===== config.mk =====
export PLATFORM = sky130hd
export DESIGN_NAME = booth_seq_divider
export DESIGN_NICKNAME = d
export VERILOG_FILES = /design/src/rtl/booth_seq_divider.sv
export SDC_FILE = /design/constraint.sdc
export NUM_CORES = 1
export LEC_CHECK = 0
export ABC_CLOCK_PERIOD_IN_PS = 2100
export BUFFER_PORTS_ARGS = -buffer_cell sky130_fd_sc_hd__buf_2
export CORE_MARGIN = 2
export CORE_UTILIZATION = 35
export CTS_BUF_LIST = sky130_fd_sc_hd__clkbuf_16
export DETAILED_ROUTE_END_ITERATION = 10
export PLACE_DENSITY = 0.5
export SLEW_MARGIN = 10
export SYNTH_ARGS = -nofsm -noshare
export SYNTH_HDL_FRONTEND = slang
export SYNTH_SLANG_ARGS = --single-unit
export TNS_END_PERCENT = 5

===== constraint.sdc =====
create_clock -name clk -period 2.1 [get_ports clk]
set_input_delay 0.42 -clock clk [delete_from_list [all_inputs] [get_ports clk]]
set_output_delay 0.42 -clock clk [all_outputs]
set_load 0.01 [all_outputs]

===== src/rtl/booth_seq_divider.sv =====
// Sequential signed restoring divider: one quotient bit per clock, start/done handshake.
// Quotient truncates toward zero; remainder carries the sign of the dividend.
module booth_seq_divider #(
  parameter int WIDTH = 5,
  parameter int CNT_W = 3
) (
  input  logic             clk,
  input  logic             rst,
  input  logic             start,
  input  logic [WIDTH-1:0] dividend,
  input  logic [WIDTH-1:0] divisor,
  output logic [WIDTH-1:0] quotient,
  output logic [WIDTH-1:0] remainder,
  output logic             busy,
  output logic             done,
  output logic             div_by_zero,
  output logic             overflow
);

  localparam logic [2:0] IDLE = 3'd0;
  localparam logic [2:0] LOAD = 3'd1;
  localparam logic [2:0] ITER = 3'd2;
  localparam logic [2:0] FIX  = 3'd3;
  localparam logic [2:0] DONE = 3'd4;

  localparam logic [WIDTH-1:0] MOST_NEG = {1'b1, {(WIDTH-1){1'b0}}};
  localparam logic [CNT_W-1:0] LAST_IT  = CNT_W'(WIDTH - 1);

  logic [2:0]       state;
  logic [WIDTH-1:0] dd_r;
  logic [WIDTH-1:0] ds_r;
  logic             sign_q;
  logic             sign_r;
  logic [WIDTH-1:0] abs_ds;
  logic [WIDTH:0]   rem_r;
  logic [WIDTH-1:0] quo_r;
  logic [CNT_W-1:0] cnt;

  logic [WIDTH-1:0] abs_dd_in;
  logic [WIDTH-1:0] abs_ds_in;
  logic [WIDTH:0]   rem_sh;
  logic [WIDTH:0]   trial;

  // Magnitudes as unsigned WIDTH-bit values; the most negative operand maps to 2^(WIDTH-1).
  assign abs_dd_in = dd_r[WIDTH-1] ? -dd_r : dd_r;
  assign abs_ds_in = ds_r[WIDTH-1] ? -ds_r : ds_r;

  // {R,Q} shifted left: the next dividend-magnitude bit leaves Q and enters R.
  assign rem_sh = (rem_r << 1) | {{WIDTH{1'b0}}, quo_r[WIDTH-1]};
  assign trial  = rem_sh - {1'b0, abs_ds};

  assign busy = (state != IDLE);
  assign done = (state == DONE);

  // NOTE: all state, including the datapath registers, uses non-blocking assignments
  // and a synchronous reset so that a reset mid-operation discards the partial result.
  always_ff @(posedge clk) begin
    if (rst) begin
      state       <= IDLE;
      dd_r        <= '0;
      ds_r        <= '0;
      sign_q      <= 1'b0;
      sign_r      <= 1'b0;
      abs_ds      <= '0;
      rem_r       <= '0;
      quo_r       <= '0;
      cnt         <= '0;
      quotient    <= '0;
      remainder   <= '0;
      div_by_zero <= 1'b0;
      overflow    <= 1'b0;
    end else begin
      case (state)
        IDLE: begin
          if (start) begin
            dd_r  <= dividend;
            ds_r  <= divisor;
            state <= LOAD;
          end
        end
        LOAD: begin
          sign_q      <= dd_r[WIDTH-1] ^ ds_r[WIDTH-1];
          sign_r      <= dd_r[WIDTH-1];
          abs_ds      <= abs_ds_in;
          quo_r       <= abs_dd_in;
          rem_r       <= '0;
          cnt         <= '0;
          overflow    <= 1'b0;
          div_by_zero <= 1'b0;
          if (ds_r == '0) begin
            // Results are published here so they are already valid in DONE.
            quotient    <= '1;
            remainder   <= dd_r;
            div_by_zero <= 1'b1;
            state       <= DONE;
          end else begin
            state <= ITER;
          end
        end
        ITER: begin
          if (!trial[WIDTH]) begin
            rem_r <= trial;
            quo_r <= {quo_r[WIDTH-2:0], 1'b1};
          end else begin
            rem_r <= rem_sh;
            quo_r <= {quo_r[WIDTH-2:0], 1'b0};
          end
          cnt <= cnt + 1'b1;
          if (cnt == LAST_IT) state <= FIX;
        end
        FIX: begin
          // Negating the quotient magnitude 2^(WIDTH-1) wraps to MOST_NEG, the defined overflow result.
          quotient  <= sign_q ? -quo_r : quo_r;
          remainder <= sign_r ? -rem_r[WIDTH-1:0] : rem_r[WIDTH-1:0];
          overflow  <= (dd_r == MOST_NEG) && (ds_r == '1);
          state     <= DONE;
        end
        DONE:    state <= IDLE;
        default: state <= IDLE;
      endcase
    end
  end

endmodule


==> results of run 1 <==
==> Yosys cell counts (2+ instances only) <==
cell type,count
nor2b_1,7
a21oi_1,28
a31oi_1,2
o21ai_0,17
nand2b_1,5
nor2_1,37
and2_1,2
buf_1,2
dfxtp_1,45
ha_1,12
nand2_1,45
nand4_1,2
mux2i_1,4
xor2_1,2
inv_1,18
a221oi_1,2
buf_2,3
nand3_1,4
a21o_1,3
o211ai_1,3
nor3_1,4
o221ai_1,3
a211oi_1,10
mux2_2,2
o21ai_1,3
o22ai_1,3
a21boi_0,3
nor3b_1,2
o31ai_1,6
xnor2_1,12
clkbuf_1,11
nand3b_1,2
==> sequential cells by signal, indices dropped and copies added, names as in the netlist <==
| register | count |
|---|---|
| rem_r | 5 |
| abs_ds | 5 |
| div_by_zero | 1 |
| quo_r | 5 |
| dd_r | 5 |
| sign_q | 1 |
| remainder | 5 |
| quotient | 5 |
| state | 3 |
| overflow | 1 |
| sign_r | 1 |
| cnt | 3 |
| ds_r | 5 |
==> metal layers <==
layer	vias up	GRT usage (%)
met1	1043	25.04
met5	-	0
met3	7	3.509
met4	0	4.885
li1	1181	-
met2	41	27.34
==> through the flow <==
step / hold slack (ns) / TNS, ns / std cells / utilization [%] / total power, mW
2_1_floorplan: 0.4497 / 0 / 321 / - / 1.313
3_3_place_gp: 0.4391 / 0 / 446 / 39.92 / 1.465
3_5_place_dp: 0.4443 / 0 / 446 / 39.92 / 1.471
4_1_cts: 0.3543 / 0 / 454 / 42.58 / 2.507
5_1_grt: 0.3601 / -0.02465 / 454 / 42.69 / 2.620
6_report: 0.3641 / 0 / 454 / 42.69 / 2.477
==> critical path: cells and delay by family, from the launching register on <==
kind | cells | cell delay (ns)
compound gates | 4 | 0.80
simple gates | 1 | 0.40
fa+ha+maj | 1 | 0.33
buf+inv | 1 | 0.05
flops | 1 | 0.32
==> power breakdown <==
group / switching (mW) / internal, mW
Sequential: 0.0517 / 0.905
Clock: 0.341 / 0.680
Combinational: 0.275 / 0.225
Total: 0.668 / 1.81
==> cell type report <==
cell class	count	area (um2)	share of cell area (%)
multi-input cells	240	1503	49.32
flip-flops and latches	45	900.9	29.57
inverters	19	71.32	2.341
repair buffers	43	257.7	8.460
clock buffers	5	125.1	4.107
clock inverters	3	65.06	2.136
well taps	99	123.9	4.066
==> path summary, 6_finish.rpt <==
check                                   from           end  slack (ns)  depth (start not counted)
worst max-delay path               abs_ds[3]      quo_r[0]        0.12                          7
worst min-delay path             dividend[1]       dd_r[1]        0.36                          3
worst max register to register     abs_ds[3]      quo_r[0]        0.12                          7
worst min register to register  remainder[4]  remainder[4]        0.45                          2
==> placed cells by master (no fill, tap or decap), types with 5 or more instances in the layout <==
cell type | synthesis | routed
nand2_1 | 45 | 45
dfxtp_1 | 45 | 45
nor2_1 | 37 | 37
a21oi_1 | 28 | 28
buf_2 | 3 | 26
inv_1 | 18 | 18
o21ai_0 | 17 | 17
buf_4 | 1 | 17
xnor2_1 | 12 | 12
ha_1 | 12 | 12
a211oi_1 | 10 | 10
nor2b_1 | 7 | 7
o31ai_1 | 6 | 6
nand2b_1 | 5 | 5
clkbuf_16 | 0 | 5
==> cells by family after synthesis <==
logic type,after synthesis
AND/OR/NAND/NOR,116
XOR/XNOR,14
multiplexers,6
buffers and inverters,36
flip-flops,45
AO/OA/AOI/OAI,91
adder cells (fa/ha/maj),13
==> timing repair <==
action                     in CTS  in global routing
hold buffers                    0                  0
gates resized for setup         0                  1
setup endpoints to repair       0                  4
==> results.cfg, run 1 <==
[yosys]
synthAdderAreaFrac_pct = 6.703
synthFlopType = dfxtp_1
syn-num-nets = 347
syn-mean-instance-area_um2 = 7.909
synth-simple-area-share_pct = 21.39
netlist_instances = 321
synth_xor_area_share_pct = 4.830
synth_compound_area_share_pct = 23.51
muxShareOfSynthArea_pct = 2.464
syn_area_um2 = 2539
synth_cell_types = 49
synth_top_family_by_area = compound AO/OA/AOI/OAI gates
synth_top_area_share_pct = 35.49
synth_edf_count = 0
synth_area_leaders = dfxtp_1 (35%), nand2_1 (6.7%), ha_1 (5.9%)
ys_seq_area_share_pct = 35.49
synthArstFlopShare_pct = 0
yosysWarnings = 0
synth.largest_area_cell = dfxtp_1
ys_ff_latch = 45

[timing]
fin_crit_sh_pct = 94.13
fmax_mhz = 505.9
skew_ns = 0.005484
setup_viol = 0
relSlewSlack_pct = 43.89
setup_slack_ns = 0.1232
maxSlewViolCount = 0
finalHoldViolCount = 0
worstMarginPinSlew_ns = 0.8386
grt_setup_unrepaired = true
fin_crit_ns = 1.977

[setup_path]
critPathArrivalTime_ns = 2.20
slowest_delay_ns = 0.40
crit_chain = inv_1 > ha_1 > o21ai_1 > a2111oi_4 > a211oi_4 > or4_1 > a31oi_1
cp.required_ns = 2.32
crit_type = reg2reg
end_kind = flop
crit_fanout = 4
start_kind = flop
crit_path_top_delay_cell = a2111oi_4

[clock_tree]
cts-root-buf = clkbuf_16
numCtsBuffers = 5
htreeDepth = 2
clk_pin_slew_ns = 0.07
cts_sinks = 45
cts_tree = done
clockBufferDepth = 2
insertion_delay_ns = 0.29
cts_setup_buffers = 0

[finish]
final_net_count = 380
fillers = 780
n_antenna_cell = 0
syn_to_final_growth_pct = 20.01
drive_above_1_share_pct = 16.34
stdcell_area_um2 = 3047

[placed_design]
dpl.hpwl_um = 4694
post_dp_cell_area_um2 = 2849
gp_congestion = 0.8250
port-buffer-count = 26
dp_slack_ns = 0.1234

[floorplan]
die_w_um = 89.17
core_um2 = 7137
die_area_um2 = 7950
start_util_pct = 35.57
die_h_um = 89.17
core.rowCount = 31
ios = 27

[grt]
grt_pass1_vias = 2122
grt_first_pass_wirelength_um = 10750
grt_max_degree = 25
gr-total-overflow = 0
grt.total_usage_pct = 17.65
antenna_found_initial = 0

[min_path]
min_path_type = in2reg

[routing]
dr.pass1.iters = 4
post_drt_wl_per_cell_um = 13.95
vias_per_cell = 5.004
met3_length_um = 241
drtAntennaViolNets = 0
top_layer = met4
wl_met2_um = 2775
initialDrtViolationCount = 154
drcViolationCount = 0
met1Wirelength_um = 3225
drt-total-wl_um = 6332
vias = 2272

[status]
status = finished, final reports clean

[power]
vdd_drop_max_v = 0.0002942
power_density_nw_per_um2 = 813.1
p_leak_nw = 1.182

[job]
maxCapViolCount = 0
Power figures use the tool's default switching activity.
==> run 2: changes to the inputs <==
--- a/config.mk
+++ b/config.mk
@@ -5,13 +5,14 @@
 export SDC_FILE = /design/constraint.sdc
 export NUM_CORES = 1
 export LEC_CHECK = 0
-export ABC_CLOCK_PERIOD_IN_PS = 2100
+export ABC_CLOCK_PERIOD_IN_PS = 1680
 export BUFFER_PORTS_ARGS = -buffer_cell sky130_fd_sc_hd__buf_2
 export CORE_MARGIN = 2
 export CORE_UTILIZATION = 35
 export CTS_BUF_LIST = sky130_fd_sc_hd__clkbuf_16
 export DETAILED_ROUTE_END_ITERATION = 10
-export PLACE_DENSITY = 0.5
+export PLACE_DENSITY = 0.52
+export REMOVE_ABC_BUFFERS = 1
 export SLEW_MARGIN = 10
 export SYNTH_ARGS = -nofsm -noshare
 export SYNTH_HDL_FRONTEND = slang
==> constraint.sdc (replaced) <==
create_clock -name clk -period 1.68 [get_ports clk]
set_input_delay 0.336 -clock clk [delete_from_list [all_inputs] [get_ports clk]]
set_output_delay 0.336 -clock clk [all_outputs]
set_load 0.01 [all_outputs]
==> run 2 against run 1 <==
The flow now finishes with violations (setup timing). Worst setup slack lost 0.26 ns. Critical path depth grew 1. Register-to-register slack worse by 0.26 ns. Sequential share of layout area is 2.4 points lower. Design area up 9.9%. Power increased by 17%. First-iteration DRC count fell by 39%. Clock-buffer cell count unchanged. Combinational power up 52%. Non-clock buffer count up 28. Utilization is 4.2 points higher. Sequential cell count is the same. Critical endpoint is now rem_r[2]. Highest routed layer unchanged.
==> results.cfg, run 2 (synthesis gave the netlist of run 1 again) <==
[setup_path]
crit_chain = inv_2 > ha_4 > o21ai_4 > a21o_1 > a211oi_4 > buf_6 > mux2i_1 > o21ai_1
crit_type = reg2reg
cp.required_ns = 1.85
crit_path_top_delay_cell = a211oi_4
reg2reg_slack_ns = -0.14
crit_fanout = 4
slowest_delay_ns = 0.38
crit_path_start = abs_ds[2]
r2r-start = abs_ds[2]
cp.depth = 8
r2r_end = rem_r[2]
crit_buf_inv = 2
crit_path_end = rem_r[2]
start_kind = flop
critPathArrivalTime_ns = 1.98
r2r_cells = 8
path_delay_family = compound AO/OA/AOI/OAI gates
end_kind = flop

[timing]
finalHoldViolCount = 0
fmax_mhz = 550.4
worstMarginPinSlew_ns = 0.3947
grt_setup_unrepaired = true
setup_viol = 6
fin_crit_ns = 1.817
fin_crit_sh_pct = 108.2
relSlewSlack_pct = 73.61
skew_ns = 0.004155
maxSlewViolCount = 0
setup_slack_ns = -0.1369

[grt]
antenna_found_initial = 0
grt.total_usage_pct = 16.66
grt_first_pass_wirelength_um = 10400
gr-total-overflow = 0
grt_pass1_vias = 2165
grt_max_degree = 34

[placed_design]
post_dp_cell_area_um2 = 3059
port-buffer-count = 26
dp_slack_ns = -0.2875
gp_congestion = 0.7997
post-place-cells = 474
dpl.hpwl_um = 4799

[clock_tree]
cts_tree = done
insertion_delay_ns = 0.28
cts-root-buf = clkbuf_16
clockBufferDepth = 2
numCtsBuffers = 5
clk_pin_slew_ns = 0.06
cts_sinks = 45
cts_setup_buffers = 0
htreeDepth = 2
cts_hold_buf = 0

[routing]
drtAntennaViolNets = 0
vias_per_cell = 4.900
wl_met2_um = 2854
top_layer = met4
dr.pass1.iters = 4
drt-total-wl_um = 6393
met1Wirelength_um = 3235
post_drt_wl_per_cell_um = 13.26
drcViolationCount = 0
vias = 2362
initialDrtViolationCount = 94
met3_length_um = 263

[status]
status = finished, violations left
violations = setup timing

[finish]
n_antenna_cell = 0
layout_common_cells = nand2_1 (45), buf_4 (44), dfxtp_1 (38)
final_net_count = 408
stdcell_area_um2 = 3347
syn_to_final_growth_pct = 31.84
drive_above_1_share_pct = 29.24
mostFrequentLayoutCell = nand2_1
fillers = 753
layout.cells.non_filler = 482

[floorplan]
die_area_um2 = 7950
die_h_um = 89.17
ios = 27
die_w_um = 89.17
core.rowCount = 31
start_util_pct = 35.57
core_um2 = 7137

[power]
power_density_nw_per_um2 = 868.4
p_leak_nw = 1.334
vdd_drop_max_v = 0.0004278
p_total_mw = 2.906

[min_path]
min_path_type = in2reg

[job]
maxCapViolCount = 0
run 2: cell count changes in the layout (fill, tap and decap cells not counted), sizes merged:
cell	delta
buf	+28
bufinv	-2
clkinv	-1
clkinvlp	+2
inv	+1
run 2: how the worst min path moves through the flow:
stage,start,cells after the start,end,slack (ns)
floorplan,rst,1,abs_ds[0],0.41
global placement,remainder[4],2,remainder[4],0.44
detailed placement,remainder[4],2,remainder[4],0.44
CTS,divisor[4],3,ds_r[4],0.28
global route,dividend[1],3,dd_r[1],0.29
finish,divisor[3],3,ds_r[3],0.29
run 2: power by group:
group	total [mW]	internal (mW)	switching, mW
clock network	0.959	0.546	0.413
registers	1.19	1.13	0.0530
logic	0.761	0.368	0.393
total	2.91	2.05	0.859
run 2: layout make-up:
type / count / area, um2 / area share, %
multi-input combinational: 240 / 1627 / 48.60
sequential: 45 / 909.6 / 27.18
timing repair buffer: 71 / 471.7 / 14.09
clock buffer: 5 / 125.1 / 3.738
tap: 99 / 123.9 / 3.701
inverter: 19 / 71.32 / 2.131
clock inverter: 3 / 18.77 / 0.5607
run 2: per-layer routing:
layer / track usage, % / up-vias
met5: 0 / -
met4: 2.849 / 0
met3: 2.955 / 4
met2: 26.60 / 38
met1: 23.87 / 1082
li1: - / 1238
run 2: tightest hold or removal path: stages:
cell and delay (ns):
buf_2 0.10, nand2_1 0.04, a21oi_1 0.05
run 2: what timing repair did:
action                                  4_1_cts  5_1_grt
endpoints found under the setup margin        6        9
resized for setup                            29        7
pin swaps                                     4        0
run 2: stage by stage:
stage	hold slack [ns]	setup TNS, ns	util, %
5_1_grt	0.2879	-1.285	46.90
6_report	0.2861	-0.7126	46.90
4_1_cts	0.2823	-0.5478	46.48
3_5_place_dp	0.4443	-1.605	42.86
2_1_floorplan	0.4051	-3.621	-
3_3_place_gp	0.4399	-1.443	42.86
